$ cat src/rtl/diff_motion_detect.sv
// Motion detector on a stream of signed 8-bit differences: magnitude, confirm/hold FSM,
// onset pulse and event counter, and a clearable peak register.
module diff_motion_detect #(
    parameter int unsigned CONFIRM_CNT = 3,
    parameter int unsigned HOLD_CYCLES = 8
) (
    input  logic       clk,
    input  logic       rst_n,
    input  logic [7:0] diff_in,
    input  logic       diff_valid,
    input  logic [7:0] thr_on,
    input  logic [7:0] thr_off,
    input  logic       peak_clr,
    output logic [7:0] mag_out,
    output logic       mag_valid,
    output logic       active,
    output logic       onset,
    output logic [7:0] peak,
    output logic [7:0] event_cnt,
    output logic [1:0] state_o
);

    typedef enum logic [1:0] {
        IDLE   = 2'd0,
        ARM    = 2'd1,
        ACTIVE = 2'd2,
        HOLD   = 2'd3
    } state_t;

    localparam logic [3:0]  CONFIRM_N = 4'(CONFIRM_CNT);
    localparam logic [15:0] HOLD_N    = 16'(HOLD_CYCLES);

    state_t      state_q, state_d;
    logic [3:0]  confirm_q, confirm_d;
    logic [15:0] timer_q, timer_d;
    logic [7:0]  mag_out_q, mag_out_d;
    logic        mag_valid_q;
    logic        active_q, active_d;
    logic        onset_q, onset_d;
    logic [7:0]  peak_q, peak_d;
    logic [7:0]  event_q, event_d;

    logic [7:0]  mag;
    logic [7:0]  eff_off;
    logic [3:0]  confirm_inc;
    logic        over, under;

    // 0x80 maps to 128, which still fits the unsigned 8-bit result.
    always_comb begin
        mag         = diff_in[7] ? (~diff_in + 8'd1) : diff_in;
        eff_off     = (thr_off < thr_on) ? thr_off : thr_on;
        over        = diff_valid && (mag >= thr_on);
        under       = diff_valid && (mag < eff_off);
        confirm_inc = confirm_q + 4'd1;
    end

    always_comb begin
        state_d   = state_q;
        confirm_d = confirm_q;
        timer_d   = timer_q;
        case (state_q)
            IDLE: begin
                if (over) begin
                    confirm_d = 4'd1;
                    state_d   = (CONFIRM_N == 4'd1) ? ACTIVE : ARM;
                end
            end
            ARM: begin
                if (over) begin
                    if (confirm_inc == CONFIRM_N) begin
                        state_d   = ACTIVE;
                        confirm_d = 4'd0;
                    end else begin
                        confirm_d = confirm_inc;
                    end
                end else if (diff_valid) begin
                    state_d   = IDLE;
                    confirm_d = 4'd0;
                end
            end
            ACTIVE: begin
                if (under) begin
                    state_d = HOLD;
                    timer_d = HOLD_N;
                end
            end
            HOLD: begin
                // A non-under sample wins over expiry on the same clock.
                if (diff_valid && !under) begin
                    state_d = ACTIVE;
                    timer_d = 16'd0;
                end else if (timer_q <= 16'd1) begin
                    state_d = IDLE;
                    timer_d = 16'd0;
                end else begin
                    timer_d = timer_q - 16'd1;
                end
            end
            default: begin
                state_d   = IDLE;
                confirm_d = 4'd0;
                timer_d   = 16'd0;
            end
        endcase
    end

    always_comb begin
        onset_d   = ((state_q == IDLE) || (state_q == ARM)) && (state_d == ACTIVE);
        active_d  = (state_d == ACTIVE) || (state_d == HOLD);
        event_d   = event_q + {7'd0, onset_d};
        mag_out_d = diff_valid ? mag : mag_out_q;
        peak_d    = peak_q;
        if (peak_clr) begin
            peak_d = diff_valid ? mag : 8'd0;
        end else if (diff_valid && (mag > peak_q)) begin
            peak_d = mag;
        end
    end

    always_ff @(posedge clk or negedge rst_n) begin
        if (!rst_n) begin
            state_q     <= IDLE;
            confirm_q   <= 4'd0;
            timer_q     <= 16'd0;
            mag_out_q   <= 8'd0;
            mag_valid_q <= 1'b0;
            active_q    <= 1'b0;
            onset_q     <= 1'b0;
            peak_q      <= 8'd0;
            event_q     <= 8'd0;
        end else begin
            state_q     <= state_d;
            confirm_q   <= confirm_d;
            timer_q     <= timer_d;
            mag_out_q   <= mag_out_d;
            mag_valid_q <= diff_valid;
            active_q    <= active_d;
            onset_q     <= onset_d;
            peak_q      <= peak_d;
            event_q     <= event_d;
        end
    end

    assign mag_out   = mag_out_q;
    assign mag_valid = mag_valid_q;
    assign active    = active_q;
    assign onset     = onset_q;
    assign peak      = peak_q;
    assign event_cnt = event_q;
    assign state_o   = state_q;

endmodule

$ cat config.mk
export PLATFORM = sky130hd
export DESIGN_NAME = diff_motion_detect
export DESIGN_NICKNAME = d
export VERILOG_FILES = /design/src/rtl/diff_motion_detect.sv
export SDC_FILE = /design/constraint.sdc
export NUM_CORES = 1
export LEC_CHECK = 0
export ABC_AREA = 1
export CAP_MARGIN = 15
export CORE_ASPECT_RATIO = 1.4
export CORE_MARGIN = 5
export CORE_UTILIZATION = 30
export CTS_CLUSTER_DIAMETER = 40
export CTS_CLUSTER_SIZE = 30
export DETAILED_ROUTE_END_ITERATION = 8
export REMOVE_ABC_BUFFERS = 1
export SYNTH_ARGS = -nofsm -noshare
export SYNTH_HDL_FRONTEND = slang
export SYNTH_SLANG_ARGS = --single-unit
$ cat constraint.sdc
create_clock -name clk -period 2.55 [get_ports clk]
set_input_delay 0.3825 -clock clk [delete_from_list [all_inputs] [get_ports clk]]
set_output_delay 0.3825 -clock clk [all_outputs]
set_load 0.01 [all_outputs]
==> results of run 1 <==
[cell families after synthesis]
kind of cell	Yosys count	share of synthesized area (%)
AO/OA/AOI/OAI	48	7.95
buffers and inverters	67	7.99
adder cells (fa/ha/maj)	37	13.7
flip-flops	49	36.4
XOR/XNOR	26	6.76
AND/OR/NAND/NOR	212	27.2
[where the power goes]
part	switching, mW	internal (mW)
clock network	0.286	0.365
registers	0.140	0.906
logic	0.814	0.725
total	1.24	2.00
[per-layer routing]
layer  vias up  global-route usage [%]  routed length, um
met5         -                       0                  0
met4         0                    5.69                162
met3        11                    2.73                386
met2        68                    28.8               5460
met1      1619                    17.1               4010
li1       1709                       -                  -
[what timing repair did]
action                                 4_1_cts  5_1_grt
setup buffers                               31        8
pin swaps                                   40       37
setup endpoints to repair                   40       32
gates resized for setup                    143       97
cloned                                       4        0
endpoints found under the hold margin        0        0
[worst reg2reg max path: stages, from the launching register on]
cell	delay, ns
dfrtp_1	0.41
ha_1	0.22
xor2_1	0.18
nor3b_1	0.27
nor2_1	0.09
nand2_2	0.07
and3_4	0.19
ha_4	0.16
nand3_4	0.08
nor3_4	0.14
nand3_1	0.11
xnor2_1	0.13
[path summary, 6_finish.rpt]
| path | start | end | slack, ns | cells past startpoint |
|---|---|---|---|---|
| max | diff_in[0] | state_o[0]$_DFF_PN0_ | -0.13 | 26 |
| max in group asynchronous | rst_n | timer_q[13]$_DFFE_PN0P_ | 1.94 | 2 |
| max reg2reg | confirm_q[0]$_DFFE_PN0P_ | event_cnt[7]$_DFF_PN0_ | 0.38 | 11 |
| min in group clk | diff_in[0] | mag_out[0]$_DFFE_PN0P_ | 0.46 | 4 |
| min reg2reg | mag_out[0]$_DFFE_PN0P_ | mag_out[0]$_DFFE_PN0P_ | 0.48 | 2 |
| min | rst_n | event_cnt[3]$_DFF_PN0_ | 0.19 | 2 |
[layout by cell type (no fill, tap or decap), types with 3 or more instances in the layout]
cell type / instances
nand4_1: 8
nor2_1: 36
buf_4: 66
o21ai_1: 8
ha_1: 22
o21ai_0: 5
nand3_2: 4
nor3_4: 4
buf_6: 16
a21oi_1: 10
clkbuf_2: 10
o21ai_2: 7
o22ai_1: 7
clkbuf_16: 5
xor2_1: 14
nand3_1: 23
nor2_4: 3
dfrtp_1: 49
nand2_4: 10
nor3_1: 3
a21oi_2: 5
clkdlybuf4s50_1: 32
nand3_4: 3
inv_1: 42
nor2_2: 6
nand2_1: 80
inv_4: 3
xnor2_1: 8
buf_2: 5
nand2_2: 26
inv_2: 11
ha_4: 14
[state kept, by name, summed over array words and instances, names as in the netlist]
signal,cells
active,1
confirm_q,4
event_cnt,8
mag_out,8
mag_valid,1
onset,1
peak,8
state_o,2
timer_q,16
[synth_stat cells, types with 3 or more instances]
master / number
nand2_1: 112
inv_1: 55
dfrtp_1: 49
nor2_1: 43
ha_1: 37
nand3_1: 30
xor2_1: 16
a21oi_1: 15
o21ai_0: 15
xnor2_1: 10
nand4_1: 8
o22ai_1: 7
nor3_1: 6
nand2_2: 5
o21ai_1: 5
inv_2: 3
[final cells by class]
| cell class | count | area (um^2) | share of cell area [%] |
|---|---|---|---|
| multi-input cells | 324 | 2450 | 44.6 |
| clock buffers | 7 | 133 | 2.41 |
| clock inverters | 1 | 7.51 | 0.137 |
| flip-flops and latches | 49 | 1230 | 22.3 |
| well taps | 141 | 176 | 3.21 |
| repair buffers | 140 | 1250 | 22.7 |
| repair inverters | 1 | 11.3 | 0.205 |
| inverters | 60 | 245 | 4.46 |
[metrics by stage]
stage	cells	TNS (ns)	utilization, %	hold WS (ns)	setup WS (ns)
after global placement	676	-24.25	40.5	0.463	-0.969
after floorplan	432	-2.28	-	0.0869	-0.491
after global routing	723	-2.40	50.3	0.257	-0.291
after CTS	717	-0.699	47.5	0.219	-0.181
after detailed placement	676	-27.35	40.5	0.463	-1.07
final	723	-0.615	50.3	0.191	-0.131
==> results.txt, run 1 <==
Crit path required time: 2.79 ns
CP max stage cell: ha_1
Type of the worst min-delay path: in2async
Drt pass-1 iters: 4
H-tree depth: 2
Number of distinct library cells after synthesis: 35
Pwr Total: 3.24 mW
Top delay family on crit path: buffers and inverters
Remaining DRCs: 0
Largest net degree at the start of global routing: 50
Die Y-Extent: 135 um
Synth Cell Area: 0.00337 mm^2
Arrival time worst endpoint: 2.92 ns
Share of the synthesized area in the top cell type: 36.4%
Final Hold Vio Count: 0
Max clock buf depth: 2
Slew @ Worst Pin: 0.624 ns
Core Footprint: 0.0109 mm^2
Inserted Diodes: 0
Yosys reg bits: 49
Dominant cell type by area after synthesis: dfrtp_1
Via count: 3407
Crit path capture type: flip-flop
Hold_buf cts: 0
Ys Warns: 0
HPWL after DPL: 6850 um
Layout cells sized above 1: 38.0%
TritonCTS clock tree: yes
Final period util: 105%
Fmax: 0.373 GHz
Die Width: 99.6 um
Net count, final: 646
Worst setup slack after layout: -0.131 ns
Initial antenna violation count: 0
FP Rows: 45
Drt total wl: 10000 um
Unrepaired setup endpoints after global routing: true
Worst-Skew Late Latency: 0.29 ns
Gr usage total: 15.4%
Sequential area share after synthesis: 36.4%
Leakage power: 2.72 nW
Avg WL per Cell: 13.9 um
Skew final: 0.00655 ns
Failing checks: setup timing
CP Buf/Inv Count: 12
Ranking of synthesized cells by area: dfrtp_1 36%, ha_1 14%, nand2_1 12%
Starting Density: 30.8%
CP peak stage delay: 0.28 ns
EDFF count, synth: 0
First-pass GRT wire length: 16900 um
Total CTS buffers: 5
Design area: 0.00550 mm^2
Post-DR vias/cell: 4.71
Total gr overflow: 0
Port Buf Inserts: 56
Share of flip-flops with an asynchronous set or reset: 100%
Setup CP Type: in2reg
Worst Setup Start Kind: primary input
Status: finished, violations left
DIE AREA: 0.0135 mm^2
Vias in the first global route: 3610
# clock sinks: 49
Max-capacitance violation count: 0
Relative slew margins: 58.4%
Min Tclk post-route: 2.68 ns
CTS clk-pin slew, worst paths: 0.07 ns
Avg Cell Area, Syn: 7.67 um^2
GP Congestion: 0.904
Top_reg_cell synth: dfrtp_1
Worst-path fanout max: 2
Root Driver: clkbuf_16
Final Setup Violations: 7
# fillers: 1034
Count of pins over their slew limit: 0
PD cells: 589 mW/mm^2
Antenna viol nets, final: 0
# IOs: 57
Most used cell, CP: buf_4
Maximum vdd drop: 247 uV
Iteration-0 DRC Markers: 92
Cells after Synth: 439
Placed Area: 0.00442 mm^2
Area Growth Syn to Fin: 63.2%
Note: power is estimated with default switching activity, not from simulation.
==> inputs of run 2 (changes only) <==
Settings changed: CTS_CLUSTER_SIZE 30 to default.
==> results of run 2 <==
Final layout, timing and power as in run 1 (identical DEF).
